`src/rtl/adc_buf_pkg.sv`:
```
// Shared constants, capture state encoding and wrap-around address helpers
// for the ADC sample ring buffer.
package adc_buf_pkg;

  localparam int ADC_DEPTH = 5120;
  localparam int ADC_AW    = 13;
  localparam int ADC_DW    = 10;

  typedef enum logic [2:0] {
    ST_IDLE,
    ST_FILL,
    ST_ARMED,
    ST_POST,
    ST_READ
  } cap_state_t;

  // (a + b) reduced into [0, depth); a and b must already be below depth.
  // The sum is formed one bit wider than an address so it cannot overflow.
  function automatic logic [ADC_AW-1:0] addr_wrap_add(
    input logic [ADC_AW-1:0] a,
    input logic [ADC_AW-1:0] b,
    input logic [ADC_AW:0]   depth
  );
    logic [ADC_AW:0] sum;
    sum = {1'b0, a} + {1'b0, b};
    if (sum >= depth) sum = sum - depth;
    return sum[ADC_AW-1:0];
  endfunction

  // Address increment that wraps depth-1 back to 0.
  function automatic logic [ADC_AW-1:0] addr_wrap_inc(
    input logic [ADC_AW-1:0] a,
    input logic [ADC_AW:0]   depth
  );
    return addr_wrap_add(a, ADC_AW'(1), depth);
  endfunction

endpackage

```
`src/rtl/adc_capture_ctrl_skid.sv`:
```
// Two-entry output FIFO between the RAM read port and the valid/ready
// consumer. Soaks up the one read that is already in flight when the
// consumer stalls. Each entry holds {last, data}.
module adc_rd_skid #(
  parameter int W = 11
) (
  input  logic         clk,
  input  logic         reset,
  input  logic         flush,
  input  logic         push,
  input  logic [W-1:0] push_data,
  input  logic         pop,
  output logic [W-1:0] head,
  output logic [1:0]   occ
);

  logic [W-1:0] ent0;
  logic [W-1:0] ent1;

  // Entry 0 is always the head; entry 1 only fills while the head waits.
  always_ff @(posedge clk or posedge reset) begin
    if (reset) begin
      ent0 <= '0;
      ent1 <= '0;
      occ  <= 2'd0;
    end else if (flush) begin
      ent0 <= '0;
      ent1 <= '0;
      occ  <= 2'd0;
    end else begin
      case ({push, pop})
        2'b10: begin
          if (occ == 2'd0) ent0 <= push_data;
          else             ent1 <= push_data;
          occ <= occ + 2'd1;
        end
        2'b01: begin
          ent0 <= ent1;
          occ  <= occ - 2'd1;
        end
        2'b11: begin
          if (occ == 2'd2) begin
            ent0 <= ent1;
            ent1 <= push_data;
          end else begin
            ent0 <= push_data;
          end
        end
        default: ;
      endcase
    end
  end

  assign head = ent0;

endmodule

```
`src/rtl/adc_capture_ctrl.sv`:
```
// Pre/post-trigger ring-buffer capture engine for the ADC sample BSRAM.
// Owns the single RAM port: writes samples while capturing, then streams
// PRE+POST samples out in address order on a valid/ready interface.
//
//   state    | meaning
//   ---------+-----------------------------------------------------------
//   ST_IDLE  | waiting for arm; RAM untouched
//   ST_FILL  | writing the first PRE samples so the pre-trigger window is full
//   ST_ARMED | writing continuously, waiting for trigger
//   ST_POST  | writing until POST samples from the trigger are stored
//   ST_READ  | reading PRE+POST samples out through the skid buffer
//
// The address helpers in adc_buf_pkg are sized for ADC_AW, so AW is
// expected to stay at its default.
module adc_capture_ctrl
  import adc_buf_pkg::*;
#(
  parameter int DEPTH = ADC_DEPTH,
  parameter int AW    = ADC_AW,
  parameter int DW    = ADC_DW,
  parameter int PRE   = 1024,
  parameter int POST  = 4096
) (
  input  logic          clk,
  input  logic          reset,
  input  logic          arm,
  input  logic          abort,
  input  logic          trigger,
  input  logic          adc_valid,
  input  logic [DW-1:0] adc_data,
  output logic          rd_valid,
  input  logic          rd_ready,
  output logic [DW-1:0] rd_data,
  output logic          rd_last,
  output logic          busy,
  output logic          done,
  output logic          ram_ce,
  output logic          ram_oce,
  output logic          ram_wre,
  output logic [AW-1:0] ram_ad,
  output logic [DW-1:0] ram_din,
  input  logic [DW-1:0] ram_dout
);

  localparam int CW = AW + 1;
  localparam logic [AW:0]   DEPTH_W  = (AW+1)'(DEPTH);
  localparam logic [AW-1:0] RD_OFS   = AW'(DEPTH - PRE);
  localparam logic [CW-1:0] PRE_M1   = CW'(PRE - 1);
  localparam logic [CW-1:0] POST_M1  = CW'(POST - 1);
  localparam logic [CW-1:0] TOTAL_C  = CW'(PRE + POST);
  localparam logic [CW-1:0] TOTAL_M1 = CW'(PRE + POST - 1);

  cap_state_t state_q, state_d;

  logic [AW-1:0] wr_ptr;
  logic [AW-1:0] rd_ptr;
  logic [AW-1:0] trig_addr;
  logic [AW-1:0] trig_base;
  logic [CW-1:0] fill_cnt;
  logic [CW-1:0] post_cnt;
  logic [CW-1:0] rd_cnt;
  logic          rd_inflight;
  logic          rd_inflight_last;
  logic          wr_en;
  logic          rd_issue;
  logic          rd_pop;
  logic          hs_last;
  logic          room;
  logic [2:0]    occ_next;
  logic [1:0]    skid_occ;
  logic [DW:0]   skid_head;

  assign rd_valid  = (skid_occ != 2'd0);
  assign rd_pop    = rd_valid & rd_ready;
  assign rd_data   = skid_head[DW-1:0];
  assign rd_last   = rd_valid & skid_head[DW];
  assign hs_last   = rd_pop & skid_head[DW];
  assign busy      = (state_q != ST_IDLE);
  assign ram_oce   = 1'b1;
  // Buffer level after this edge, counting the read already in flight.
  assign occ_next  = {1'b0, skid_occ} + {2'b0, rd_inflight} - {2'b0, rd_pop};
  assign room      = (occ_next <= 3'd1);
  // When the last post sample lands in the trigger cycle itself, trig_addr
  // has not been latched yet, so take it straight from wr_ptr.
  assign trig_base = (state_q == ST_ARMED) ? wr_ptr : trig_addr;

  // State register.
  always_ff @(posedge clk or posedge reset) begin
    if (reset) state_q <= ST_IDLE;
    else       state_q <= state_d;
  end

  // Next state and RAM port drive; abort overrides every transition.
  always_comb begin
    state_d  = state_q;
    wr_en    = 1'b0;
    rd_issue = 1'b0;
    ram_ce   = 1'b0;
    ram_wre  = 1'b0;
    ram_ad   = '0;
    ram_din  = '0;
    case (state_q)
      ST_IDLE: begin
        if (arm) state_d = ST_FILL;
      end
      ST_FILL: begin
        wr_en = adc_valid;
        if (adc_valid && fill_cnt == PRE_M1) state_d = ST_ARMED;
      end
      ST_ARMED: begin
        wr_en = adc_valid;
        if (trigger) begin
          if (adc_valid && POST_M1 == '0) state_d = ST_READ;
          else                            state_d = ST_POST;
        end
      end
      ST_POST: begin
        wr_en = adc_valid;
        if (adc_valid && post_cnt == POST_M1) state_d = ST_READ;
      end
      ST_READ: begin
        rd_issue = (rd_cnt != TOTAL_C) && room;
        if (hs_last) state_d = ST_IDLE;
      end
      default: state_d = ST_IDLE;
    endcase
    if (abort) state_d = ST_IDLE;

    if (wr_en) begin
      ram_ce  = 1'b1;
      ram_wre = 1'b1;
      ram_ad  = wr_ptr;
      ram_din = adc_data;
    end else if (rd_issue) begin
      ram_ce = 1'b1;
      ram_ad = rd_ptr;
    end
  end

  // Pointers, sample counters, in-flight read tracking and the done pulse.
  always_ff @(posedge clk or posedge reset) begin
    if (reset) begin
      wr_ptr           <= '0;
      rd_ptr           <= '0;
      trig_addr        <= '0;
      fill_cnt         <= '0;
      post_cnt         <= '0;
      rd_cnt           <= '0;
      rd_inflight      <= 1'b0;
      rd_inflight_last <= 1'b0;
      done             <= 1'b0;
    end else begin
      if (abort) begin
        rd_inflight      <= 1'b0;
        rd_inflight_last <= 1'b0;
        done             <= 1'b0;
      end else begin
        rd_inflight      <= rd_issue;
        rd_inflight_last <= rd_issue && (rd_cnt == TOTAL_M1);
        done             <= hs_last;
      end

      if (state_q == ST_IDLE && arm) begin
        wr_ptr   <= '0;
        fill_cnt <= '0;
      end else if (wr_en) begin
        wr_ptr <= addr_wrap_inc(wr_ptr, DEPTH_W);
        if (state_q == ST_FILL) fill_cnt <= fill_cnt + CW'(1);
      end

      if (state_q == ST_ARMED && trigger) begin
        trig_addr <= wr_ptr;
        post_cnt  <= adc_valid ? CW'(1) : '0;
      end else if (state_q == ST_POST && wr_en) begin
        post_cnt <= post_cnt + CW'(1);
      end

      if (state_q != ST_READ && state_d == ST_READ) begin
        rd_ptr <= addr_wrap_add(trig_base, RD_OFS, DEPTH_W);
        rd_cnt <= '0;
      end else if (rd_issue) begin
        rd_ptr <= addr_wrap_inc(rd_ptr, DEPTH_W);
        rd_cnt <= rd_cnt + CW'(1);
      end
    end
  end

  adc_rd_skid #(.W(DW + 1)) u_skid (
    .clk       (clk),
    .reset     (reset),
    .flush     (abort),
    .push      (rd_inflight),
    .push_data ({rd_inflight_last, ram_dout}),
    .pop       (rd_pop),
    .head      (skid_head),
    .occ       (skid_occ)
  );

endmodule
```
`config.mk`:
```
export PLATFORM = sky130hd
export DESIGN_NAME = adc_capture_ctrl
export DESIGN_NICKNAME = d
export VERILOG_FILES = /design/src/rtl/adc_buf_pkg.sv /design/src/rtl/adc_capture_ctrl_skid.sv /design/src/rtl/adc_capture_ctrl.sv
export SDC_FILE = /design/constraint.sdc
export NUM_CORES = 1
export LEC_CHECK = 0
export BUFFER_PORTS_ARGS = -buffer_cell sky130_fd_sc_hd__buf_2
export CAP_MARGIN = 30
export CELL_PAD_IN_SITES_DETAIL_PLACEMENT = 0
export CELL_PAD_IN_SITES_GLOBAL_PLACEMENT = 2
export CORE_UTILIZATION = 26
export CTS_BUF_LIST = sky130_fd_sc_hd__clkbuf_8
export CTS_CLUSTER_DIAMETER = 60
export DETAILED_ROUTE_END_ITERATION = 12
export PLACE_DENSITY_LB_ADDON = 0.1
export SYNTH_ARGS = -nofsm -noshare
export SYNTH_HDL_FRONTEND = slang
export SYNTH_SLANG_ARGS = --single-unit
```
`constraint.sdc`:
```
create_clock -name clk -period 3.1 [get_ports clk]
set_input_delay 0.465 -clock clk [delete_from_list [all_inputs] [get_ports clk]]
set_output_delay 0.465 -clock clk [all_outputs]
set_load 0.03 [all_outputs]
```
* Word-level counts from Yosys, hierarchy flattened
Index checks and enable logic that the tools add are counted.
** Word-level totals
- Word-level logic and storage cells :: 117
- Memory bits (writable) :: 0
- Memory bits (read-only) :: 0
- Latch bits :: 0
- Output and inout port bits :: 40
- Memories kept :: 0
- Flip-flop bits (word level) :: 111
** Operators by class
- Eq/ne operators :: 17
- Muxes and demuxes :: 44
- Reductions and logical operators :: 23
- Add/sub/neg operators :: 13
- Shift operators :: 0
- Div/mod/pow operators :: 0
- Bitwise gates (word level) :: 3
- Multipliers :: 0
- $lt $le $gt $ge :: 4
** Operator list (count)
- two-way mux 13 bit :: 10
- two-way mux 14 bit :: 7
- two-way mux 11 bit :: 6
- adder 14 x 1 -> 14 bit, second input constant :: 3
- >= comparator 14 x 13 -> 1 bit, second input constant :: 3
- subtractor 13 bit, second input constant :: 3
- one-hot mux 11 bit (3 select lines) :: 1
- adder 13 x 1 -> 14 bit, second input constant :: 2
- one-hot mux 11 bit (2 select lines) :: 1
- two-way mux 3 bit :: 6
- one-hot mux 3 bit (5 select lines) :: 1
- adder 13 x 13 -> 14 bit, second input constant :: 1
- equality test 14 x 10 -> 1 bit, second input constant :: 1
- equality test 14 x 12 -> 1 bit, second input constant :: 1
- equality test 14 x 13 -> 1 bit, second input constant :: 1
- != test 14 x 13 -> 1 bit, second input constant :: 1
- two-way mux 10 bit :: 1
- nonzero test 2 bit :: 5
- two-way mux 1 bit :: 9
- nonzero test 3 bit :: 3
- logical AND 1 bit :: 8
- equality test 2 bit, second input constant :: 3
- equality test 3 x 2 -> 1 bit, second input constant :: 2
- equality test 3 bit, second input constant :: 2
- 18 further kinds :: 23

* Longest topological paths before layout
Gate-level depths: netlist of run 1.
- Word-level depth :: 9
- Mapped depth :: 15
- Mapped depth without buffers :: 14

* By module
From an unflattened synthesis of run 1, not the netlist that was laid out.
** Unflattened totals
- Cell total of the unflattened synthesis :: 737
- Area total of the unflattened synthesis :: 6762.7 um^2
** Modules (own cells, without submodules)
- adc_capture_ctrl :: sequential area each 2177.1 um^2, cells an instance 616, area an instance 5541.6 um^2, instances 1
- adc_rd_skid :: sequential area each 600.6 um^2, cells an instance 121, area an instance 1221.2 um^2, instances 1

* Least setup slack after synthesis of run 1
No wires, ideal clock.
- Path type :: in2out
- From :: input rd_ready
- To :: output ram_ad[5]
- Stages on the path :: 9
- Data required time :: 2635 ps
- Arrival :: 2797 ps
- Slack :: -162 ps
- Path through :: nand3_1 -> o21ai_0 -> ha_1 -> fa_1 -> nor4b_1 -> and2_1 -> o31ai_2 -> buf_2 -> o21ai_0
** On the way
- Word-level cells in the longest chain between the ends :: 7
** Ends and longest elaborated chain
- from (decl) :: RTL line adc_capture_ctrl.sv:32 : input logic rd_ready,
- bitwise AND 1 bit :: RTL line adc_capture_ctrl.sv:74 : assign rd_pop = rd_valid & rd_ready;
- subtractor 3 x 1 -> 3 bit :: RTL line adc_capture_ctrl.sv:81 : assign occ_next = {1'b0, skid_occ} + {2'b0, rd_inflight} - {2'b0, rd_pop};
- less-or-equal comparator 3 x 1 -> 1 bit :: RTL line adc_capture_ctrl.sv:82 : assign room = (occ_next <= 3'd1);
- logical AND 1 bit :: RTL line adc_capture_ctrl.sv:122 : rd_issue = (rd_cnt != TOTAL_C) && room;
- two-way mux 1 bit :: RTL line adc_capture_ctrl.sv:102 : case (state_q)
- two-way mux 13 bit :: RTL line adc_capture_ctrl.sv:134 : end else if (rd_issue) begin
- two-way mux 13 bit :: RTL line adc_capture_ctrl.sv:129 : if (wr_en) begin
- to (decl) :: RTL line adc_capture_ctrl.sv:40 : output logic [AW-1:0] ram_ad,
Every way passes these cells.

* Worst setup path after layout of run 1
- From :: register u_skid.occ[0]
- To :: output ram_ad[3]
** On the way
- Word-level cells in the longest chain between the ends :: 8
- Elaborated cells between the ends (all ways) :: 9
- Classes of those cells :: add/sub (2); order compare (1); mux (3); bitwise (1); reduce/logical (2)
** Ends and longest elaborated chain
- from (decl) :: RTL line adc_capture_ctrl_skid.sv:14 : output logic [1:0] occ
- from (signal assigned) :: RTL line adc_capture_ctrl_skid.sv:35 : occ <= occ + 2'd1;
- from (signal assigned) :: RTL line adc_capture_ctrl_skid.sv:39 : occ <= occ - 2'd1;
- parallel branches: the longest is 2 deep, another holds adder 2 x 1 -> 3 bit
- subtractor 3 x 1 -> 3 bit * :: RTL line adc_capture_ctrl.sv:81
- less-or-equal comparator 3 x 1 -> 1 bit * :: RTL line adc_capture_ctrl.sv:82
- logical AND 1 bit * :: RTL line adc_capture_ctrl.sv:122
- two-way mux 1 bit * :: RTL line adc_capture_ctrl.sv:102
- two-way mux 13 bit * :: RTL line adc_capture_ctrl.sv:134
- two-way mux 13 bit * :: RTL line adc_capture_ctrl.sv:129
Every way passes the cells marked *.

==> flow_metrics.py, run 1 <==
metrics = {
    "status": {
        "status": "finished with violations",
        "violations": "negative setup slack",
    },
    "pwr": {
        "max-vdd-ir-drop_mv": 0.148,
        "p_leak_nw": 3.75,
        "power_density_nw_per_um2": 324,
    },
    "die": {
        "dieArea_um2": 26200,
        "floorplan.initialDensity": 0.265,
        "die_w_um": 162,
        "core-area_um2": 25100,
        "die_y_um": 162,
        "rows": 58,
        "io_pins": 67,
    },
    "final_layout": {
        "drive_gt1_frac": 0.238,
        "ff_latch_area_um2": 2780,
        "nets": 849,
        "fillCellCount": 2676,
        "post-route-util": 0.317,
        "diodes": 0,
        "syn_to_final_growth_pct": 19.9,
        "multi_input_area_um2": 3580,
    },
    "sta": {
        "fmax_mhz": 297,
        "setup_viol": 14,
        "fin_skew_ps": 17.0,
        "finalCritPeriodShare": 1.09,
        "hold_violations": 0,
        "setup_ws_ps": -266,
        "rsz0062_at_grt": "true",
        "finalCriticalPeriod_ps": 3370,
        "final_max_slew_viol_count": 0,
        "slew_headroom": 0.450,
        "fin_setup_tns_ps": -2790,
        "worstMarginPinSlew_ps": 824,
    },
    "global_routing": {
        "grtUsageMet1": 0.210,
        "track_usage": 0.153,
        "grt_antenna_before_repair": 0,
        "globalRouteOverflowTotal": 0,
        "gr-usage-met2": 0.248,
        "use_met3": 0.0204,
        "grt_pass1_vias": 5498,
        "grt_max_degree": 51,
        "gr-max-usage-layer": "met2",
        "grt_pass1_wl_um": 31100,
    },
    "setup_path": {
        "worstSetupPathType": "reg2out",
        "cp.required_ps": 2630,
        "arrival_ps": 2900,
        "critical_path.slowest_cell": "dfrtp_1",
        "slowest_delay_ps": 420,
        "cp-end-kind": "output pin",
        "cp_cell_sequence": "inv_2 -> nand3_2 -> o21ai_2 -> ha_2 -> fa_1 -> nor4b_2 -> and2_4 -> o31a_1 -> buf_6 -> buf_12 -> a22o_1 -> buf_6",
        "crit_top_cell": "buf_6",
        "crit_path_max_fanout": 5,
        "startpoint_type": "flop",
    },
    "logic_synthesis": {
        "synth_area_leaders": "dfrtp_1 42%, mux2i_1 5.1%, nor2_1 4.6%, xor2_1 4.1%, nand2_1 3.3%",
        "ys_seq_area_frac": 0.418,
        "synthesis.area_um2": 6640,
        "async_reset_ff_frac": 1.00,
        "synth_top_area_share": 0.418,
        "synthMostInstantiatedCell": "dfrtp_1",
        "synth_edf_count": 0,
        "synth_cells": 721,
        "synth_top_flop_cell": "dfrtp_1",
        "avgSynthCellArea_um2": 9.21,
        "netlist_top_cells_count": "111 x dfrtp_1, 82 x nor2_1, 59 x nand2_1, 39 x o21ai_0, 34 x mux2i_1",
        "ys_seq_elements": 111,
        "synth_fp_nets": 765,
        "synth_cell_types": 67,
        "synth_warnings": 0,
        "yosys.area.top_type": "dfrtp_1",
    },
    "route": {
        "dr_total_vias": 5630,
        "drt_iter0_drc": 336,
        "drt_wl_total_um": 19400,
        "via_per_inst": 4.94,
        "routedWlPerCell_um": 17.0,
        "drcViolationCount": 0,
        "drtPass1Iterations": 4,
        "postRouteAntennaNets": 0,
    },
    "clock_tree": {
        "root_buffer": "clkbuf_8",
        "htree_levels": 3,
        "clock_path_buffers": 2,
        "cts_tree": "yes",
        "cts_made_buffers": 9,
        "clk-insertion-delay-late_ps": 400,
        "cts.clk_slew.worst_paths_ps": 130,
        "cts_num_sinks": 111,
        "cts_hold_buffers": 0,
    },
    "place": {
        "dp.final_hpwl_um": 13800,
        "gp_congestion": 0.782,
        "portBuffers": 65,
    },
    "job": {
        "maxCapViolations": 0,
    },
    "worst_hold_path": {
        "hold_class": "in2async",
    },
}
## power breakdown
group | internal [mW] | switching [mW] | total [mW] | leakage (nW)
Combinational | 0.0529 | 0.120 | 0.173 | 2.11
Sequential | 1.46 | 0.0102 | 1.47 | 1.54
Clock | 0.328 | 0.617 | 0.944 | 0.104
## metal layers
layer  share of wire  wire (µm)
met1            0.48       9250
met2            0.47       9150
met3           0.038        744
met4           0.014        280
met5               0          0
## registers in the layout, summed over array words and instances, names as in the netlist
name / flops
done: 1
fill_cnt: 14
post_cnt: 14
rd_cnt: 14
rd_inflight: 1
rd_inflight_last: 1
rd_ptr: 13
state_q: 3
trig_addr: 13
u_skid.ent1: 11
u_skid.head: 11
u_skid.occ: 2
wr_ptr: 13
## critical path: cells and delay by family (launching register included)
family / cells / cell delay, ps
AOI/OAI and AO/OA: 3 / 420
buffers and inverters: 4 / 460
and+or+nand+nor: 3 / 590
adders and majority gates: 2 / 610
DFF: 1 / 420
## area by class of cell
cell class,count,area share
clock buffer,9,0.0155
tap,330,0.0518
multi-input combinational,536,0.449
sequential,111,0.349
clock inverter,7,0.0102
inverter,18,0.00895
timing repair buffer,129,0.116
## worst paths after layout
| kind | slack [ps] | depth (start not counted) | start | end |
|---|---|---|---|---|
| setup reg to reg | 180 | 13 | rd_ptr[0]$_DFFE_PP0P_ | rd_ptr[10]$_DFFE_PP0P_ |
| max in group asynchronous | 2020 | 3 | reset | post_cnt[8]$_DFFE_PP0P_ |
| hold reg to reg | 520 | 1 | trig_addr[12]$_DFFE_PP0P_ | trig_addr[12]$_DFFE_PP0P_ |
| hold / removal | 190 | 2 | reset | u_skid.head[8]$_DFFE_PP0P_ |
| min in group clk | 310 | 3 | ram_dout[7] | u_skid.ent1[7]$_DFFE_PP0P_ |
| setup / recovery | -270 | 12 | u_skid.occ[0]$_DFFE_PP0P_ | ram_ad[3] |
## kinds of logic (layout without fill, tap and decap cells)
family / count (synthesis) / after routing / synth area share
multiplexers: 52 / 52 / 0.0817
adder cells (fa/ha/maj): 17 / 17 / 0.0332
XOR/XNOR: 43 / 43 / 0.0567
AND/OR/NAND/NOR: 287 / 287 / 0.222
AO/OA/AOI/OAI: 136 / 136 / 0.135
buffers and inverters: 74 / 163 / 0.0518
flip-flops: 111 / 111 / 0.418
other: 1 / 1 / 0.000565
## cell usage in the layout, fill, tap and decap left out, types with 5 or more instances in the layout
cell type / count
a21oi_1: 24
ha_1: 15
or3_1: 19
nor2_1: 80
mux2_2: 18
nor3_1: 13
buf_4: 61
buf_6: 15
and3_1: 11
buf_2: 51
a22o_1: 11
inv_1: 14
nor4_1: 7
and4_1: 6
nand3_1: 29
xor2_1: 31
o21ai_1: 5
xnor2_1: 12
mux2i_1: 34
nand4_1: 22
a31oi_1: 9
nand2_1: 57
a211oi_1: 13
and2_1: 13
dfrtp_1: 111
o21ai_0: 36
clkbuf_8: 9
## per-stage QoR
stage | instances | hold slack (ps) | worst slack, ps | area [µm²] | power, mW
after CTS | 1140 | 199 | -332 | 7960 | 2.64
after detailed placement | 1118 | 495 | -188 | 7570 | 1.67
after global routing | 1140 | 220 | -404 | 7970 | 2.71
after floorplan | 721 | 480 | 10.6 | 6650 | 1.59
final | 1140 | 193 | -266 | 7970 | 2.58
after global placement | 1118 | 488 | -116 | 7570 | 1.67
## what timing repair did
action                                  4_1_cts  5_1_grt
endpoints found under the hold margin         0        0
resized for setup                            37        8
cloned                                        1        0
endpoints found under the setup margin       26       27
buffers inserted                              5        1
pin swaps                                     9        9
Power figures use the tool's default switching activity.
==> inputs of run 2 (changes only) <==
Settings changed: SYNTH_HIERARCHICAL set to 1.
==> flow_metrics.py, run 2 <==
metrics = {
    "sta": {
        "fin_setup_tns_ps": 0,
        "whs_ps": 73.2,
        "setup_ws_ps": 17.4,
        "slew_headroom": 0.466,
        "rsz0062_at_grt": "true",
        "hold_violations": 0,
        "finalCritPeriodShare": 0.994,
        "final_max_slew_viol_count": 0,
        "worstMarginPinSlew_ps": 800,
        "setup_viol": 0,
        "fmax_mhz": 324,
        "finalCriticalPeriod_ps": 3080,
        "fin_skew_ps": 12.9,
    },
    "clock_tree": {
        "clk-insertion-delay-late_ps": 400,
        "cts_num_sinks": 111,
        "htree_levels": 3,
        "cts_tree": "yes",
        "clock_path_buffers": 2,
        "cts.clk_slew.worst_paths_ps": 120,
        "root_buffer": "clkbuf_8",
        "cts_made_buffers": 9,
    },
    "global_routing": {
        "grt_antenna_before_repair": 0,
        "grt_pass1_vias": 5728,
        "globalRouteOverflowTotal": 0,
        "grt_pass1_wl_um": 31300,
        "track_usage": 0.153,
        "grt_max_degree": 43,
    },
    "setup_path": {
        "arrival_ps": 2620,
        "startpoint_type": "flop",
        "crit_path_max_fanout": 5,
        "crit_family": "adder cells",
        "crit_buf_inv": 2,
        "reg2reg_depth": 12,
        "worstSetupPathType": "reg2out",
        "worstReg2RegStart": "wr_ptr[0]$_DFFE_PP0P_",
        "cp_cell_sequence": "nand3_4 -> o21ai_2 -> ha_2 -> fa_2 -> and4b_2 -> o21a_4 -> buf_4 -> a22o_1 -> buf_6",
        "cp-end-kind": "output pin",
        "slowest_delay_ps": 520,
        "cp.required_ps": 2630,
        "critical_path.slowest_cell": "fa_2",
        "r2r_setup_slack_ps": 240,
        "r2r-end": "wr_ptr[10]$_DFFE_PP0P_",
    },
    "logic_synthesis": {
        "synth_top_area_share": 0.411,
        "synth_warnings": 6,
        "synth_top_flop_cell": "dfrtp_1",
        "async_reset_ff_frac": 1.00,
        "synthMostInstantiatedCell": "dfrtp_1",
        "ys_seq_area_frac": 0.411,
        "synth_fp_nets": 784,
        "avgSynthCellArea_um2": 9.18,
        "synth_cell_types": 73,
        "ys_seq_elements": 111,
        "synthesis.area_um2": 6760,
        "synth_cells": 737,
        "yosys.area.top_type": "dfrtp_1",
        "synth_edf_count": 0,
        "netlist_top_cells_count": "111 x dfrtp_1, 83 x nand2_1, 67 x nor2_1, 55 x o21ai_0, 28 x xor2_1",
        "synth_area_leaders": "dfrtp_1 41%, nand2_1 4.6%, o21ai_0 4.1%, nor2_1 3.7%, xor2_1 3.6%",
    },
    "route": {
        "via_per_inst": 4.92,
        "dr_total_vias": 5687,
        "routedWlPerCell_um": 16.9,
        "postRouteAntennaNets": 0,
        "drt_wl_total_um": 19600,
        "drcViolationCount": 0,
        "drtPass1Iterations": 4,
        "drt_iter0_drc": 258,
    },
    "die": {
        "die_w_um": 163,
        "dieArea_um2": 26700,
        "die_y_um": 163,
        "core-area_um2": 25300,
        "floorplan.initialDensity": 0.267,
        "io_pins": 67,
        "rows": 58,
    },
    "worst_hold_path": {
        "hold_class": "in2async",
    },
    "final_layout": {
        "post-route-util": 0.315,
        "nets": 867,
        "layout_commonest_cell": "dfrtp_1",
        "finalNonFillerCells": 1155,
        "syn_to_final_growth_pct": 17.9,
        "diodes": 0,
        "reg_top3": "fill_cnt (14), post_cnt (14), rd_cnt (14)",
        "drive_gt1_frac": 0.218,
        "final_cell_mix": "110 x dfrtp_1, 81 x nand2_1, 67 x nor2_1, 53 x buf_4, 51 x buf_2",
        "stdcell_area_um2": 7980,
    },
    "pwr": {
        "power_mw": 2.53,
        "max-vdd-ir-drop_mv": 0.204,
        "power_density_nw_per_um2": 317,
        "p_leak_nw": 3.59,
    },
    "job": {
        "maxCapViolations": 0,
    },
    "place": {
        "numPlacedInstances": 1137,
        "portBuffers": 65,
        "placed_cell_area_um2": 7640,
        "pre_cts_slack_ps": 36.6,
        "dp.final_hpwl_um": 14500,
        "gp_congestion": 0.804,
    },
    "status": {
        "status": "finished, final reports clean",
    },
}
run 2: area by class of cell:
type | instances | area (µm²)
clock buffers | 9 | 124
clock inverters | 7 | 56.3
fillers | 2648 | 17400
inverters | 24 | 91.3
multi-input cells | 558 | 3710
flip-flops and latches | 111 | 2780
well taps | 330 | 413
repair buffers | 116 | 801
run 2: kinds of logic (layout without fill, tap and decap cells):
| logic type | after synthesis | after routing | share of synthesized area |
|---|---|---|---|
| flops | 111 | 111 | 0.411 |
| other cells | 1 | 1 | 0.000555 |
| compound gates | 159 | 159 | 0.157 |
| fa+ha+maj | 20 | 20 | 0.0381 |
| mux | 33 | 33 | 0.0518 |
| simple gates | 294 | 294 | 0.224 |
| xor+xnor | 51 | 51 | 0.0672 |
| buf+inv | 68 | 156 | 0.0505 |
run 2: where the power goes:
group          total (mW)  leakage [nW]  switching (mW)  internal, mW
clock               0.859        0.0890           0.556         0.303
combinational       0.189          1.97           0.126        0.0628
sequential           1.48          1.53          0.0164          1.46
run 2: worst max-delay path by stage:
| stage | from | endpoint | slack [ps] | cells after the start |
|---|---|---|---|---|
| 2_1_floorplan | u_skid/occ[0]$_DFFE_PP0P_ | ram_ad[4] | -70 | 10 |
| 3_3_place_gp | wr_ptr[0]$_DFFE_PP0P_ | wr_ptr[10]$_DFFE_PP0P_ | 60 | 12 |
| 3_5_place_dp | rd_ready | rd_cnt[5]$_DFFE_PP0P_ | 40 | 12 |
| 4_1_cts | u_skid/occ[0]$_DFFE_PP0P_ | ram_ad[12] | -30 | 11 |
| 5_1_grt | u_skid/occ[0]$_DFFE_PP0P_ | ram_ad[12] | -150 | 11 |
| 6_report | u_skid/occ[1]$_DFFE_PP0P_ | ram_ad[7] | 20 | 9 |
run 2: metal layers:
metal | vias to the layer above | global-route usage | part of all wire
met4 | 0 | 0.0404 | 0.013
li1 | 2765 | - | -
met5 | - | 0 | 0
met1 | 2799 | 0.207 | 0.48
met3 | 16 | 0.0292 | 0.032
met2 | 107 | 0.249 | 0.47
run 2: repair_timing:
| action | in CTS | in global routing |
|---|---|---|
| cloned | 1 | 0 |
| pin swaps | 4 | 2 |
| endpoints found under the setup margin | 14 | 16 |
| setup buffers | 1 | 0 |
| hold buffers | 0 | 0 |
| gates resized for setup | 39 | 12 |
==> inputs of run 3 (changes only) <==
Clock period 3.1 ns to 3.7 ns, I/O delays scaled along.
==> flow_metrics.py, run 3 (synthesis results as in run 2) <==
metrics = {
    "status": {
        "status": "finished, final reports clean",
    },
    "route": {
        "dr_total_vias": 5587,
        "drt_iter0_drc": 446,
        "via_per_inst": 4.93,
        "wl_met2_um": 8490,
        "drcViolationCount": 0,
        "top_layer": "met4",
        "drt_wl_total_um": 18900,
        "routedWlPerCell_um": 16.7,
        "m1WireLength_um": 9690,
        "postRouteAntennaNets": 0,
        "drtPass1Iterations": 5,
        "wl_met3_um": 521,
    },
    "job": {
        "maxCapViolations": 0,
    },
    "setup_path": {
        "slowest_delay_ps": 410,
        "cp_cell_sequence": "inv_1 -> nand3_1 -> o21ai_0 -> ha_1 -> fa_1 -> xor2_1 -> and4b_2 -> o21a_1 -> buf_12 -> a22o_1 -> clkbuf_4",
        "cp-end-kind": "output pin",
        "crit_path_max_fanout": 29,
        "cp.required_ps": 3140,
        "critical_path.slowest_cell": "dfrtp_2",
        "worstSetupPathType": "reg2out",
        "arrival_ps": 2900,
        "startpoint_type": "flop",
    },
    "clock_tree": {
        "cts_made_buffers": 9,
        "clock_path_buffers": 2,
        "htree_levels": 3,
        "cts.clk_slew.worst_paths_ps": 120,
        "cts_tree": "yes",
        "clk-insertion-delay-late_ps": 390,
        "cts_num_sinks": 111,
        "root_buffer": "clkbuf_8",
        "cts_hold_buffers": 0,
    },
    "die": {
        "io_pins": 67,
        "die_w_um": 163,
        "rows": 58,
        "floorplan.initialDensity": 0.267,
        "core-area_um2": 25300,
        "die_y_um": 163,
        "dieArea_um2": 26700,
    },
    "sta": {
        "slew_headroom": 0.534,
        "setup_viol": 0,
        "setup_ws_ps": 244,
        "finalCritPeriodShare": 0.934,
        "worstMarginPinSlew_ps": 679,
        "fmax_mhz": 289,
        "fin_skew_ps": 17.4,
        "finalCriticalPeriod_ps": 3460,
        "final_max_slew_viol_count": 0,
        "whs_ps": 81.1,
        "hold_violations": 0,
    },
    "worst_hold_path": {
        "hold_class": "in2async",
    },
    "pwr": {
        "max-vdd-ir-drop_mv": 0.184,
        "power_density_nw_per_um2": 292,
        "p_leak_nw": 3.47,
    },
    "global_routing": {
        "globalRouteOverflowTotal": 0,
        "grt_pass1_wl_um": 30800,
        "track_usage": 0.150,
        "grt_antenna_before_repair": 0,
        "grt_max_degree": 32,
        "grt_pass1_vias": 5483,
    },
    "final_layout": {
        "layout_commonest_cell": "dfrtp_1",
        "drive_gt1_frac": 0.181,
        "syn_to_final_growth_pct": 14.4,
        "stdcell_area_um2": 7740,
        "final_cell_mix": "109 x dfrtp_1, 83 x nand2_1, 67 x nor2_1, 64 x buf_2, 55 x o21ai_0",
        "reg_top3": "fill_cnt (14), post_cnt (14), rd_cnt (14)",
        "diodes": 0,
        "nets": 845,
    },
    "place": {
        "pre_cts_slack_ps": 350,
        "placed_cell_area_um2": 7470,
        "dp.final_hpwl_um": 13600,
        "portBuffers": 65,
        "gp_congestion": 0.756,
    },
}
## run 3: cell count changes in the layout (fill, tap and decap cells not counted), moves of 4 or more
cell     change
buf_2       +13
buf_4       -26
buf_6       -10
o21ai_0      +6
o21ai_2      -4
## run 3: critical path: cells and delay by family (launching register included)
family | cells | cell delay, ps
DFF | 1 | 410
adders and majority gates | 2 | 570
xor gates and xnor gates | 1 | 160
and+or+nand+nor | 2 | 400
buffers and inverters | 3 | 470
AOI/OAI and AO/OA | 3 | 500
## run 3: repair_timing
item | CTS | global route
setup endpoints to repair | 0 | 14
resized for setup | 0 | 5
setup buffers | 0 | 4
## run 3: worst paths after layout
kind | from | end | slack [ps] | depth (start not counted)
worst max register to register | wr_ptr[1]$_DFFE_PP0P_ | wr_ptr[11]$_DFFE_PP0P_ | 560 | 11
worst max-delay path | u_skid/occ[0]$_DFFE_PP0P_ | ram_ad[0] | 240 | 11
worst min-delay path | reset | u_skid/ent1[4]$_DFFE_PP0P_ | 80 | 2
max in group asynchronous | reset | post_cnt[11]$_DFFE_PP0P_ | 2610 | 3
min in group clk | ram_dout[5] | u_skid/ent1[5]$_DFFE_PP0P_ | 410 | 3
worst min register to register | u_skid/head[10]$_DFFE_PP0P_ | u_skid/head[10]$_DFFE_PP0P_ | 500 | 1
## run 3: where the power goes
| part | switching [mW] | internal [mW] |
|---|---|---|
| sequential | 0.0168 | 1.23 |
| clock | 0.478 | 0.390 |
| combinational | 0.101 | 0.0474 |
| total | 0.596 | 1.66 |
## run 3: final cells by class
class	instances	area (µm²)
Clock buffer	9	124
Clock inverter	7	104
Fill cell	2658	17600
Inverter	24	91.3
Multi-Input combinational cell	558	3650
Sequential cell	111	2780
Tap cell	330	413
Timing Repair Buffer	94	578
## run 3: routing by layer
| layer | global-route usage | up-vias |
|---|---|---|
| li1 | - | 2729 |
| met4 | 0.0357 | 0 |
| met5 | 0 | - |
| met2 | 0.232 | 98 |
| met3 | 0.0226 | 10 |
| met1 | 0.216 | 2750 |
## run 3: per-stage QoR
stage	TNS, ps	power, mW	cells	util
2_1_floorplan	0	1.35	737	-
3_3_place_gp	0	1.41	1112	0.294
3_5_place_dp	0	1.42	1113	0.295
4_1_cts	0	2.31	1129	0.304
5_1_grt	-13.1	2.37	1133	0.306
6_report	0	2.26	1133	0.306
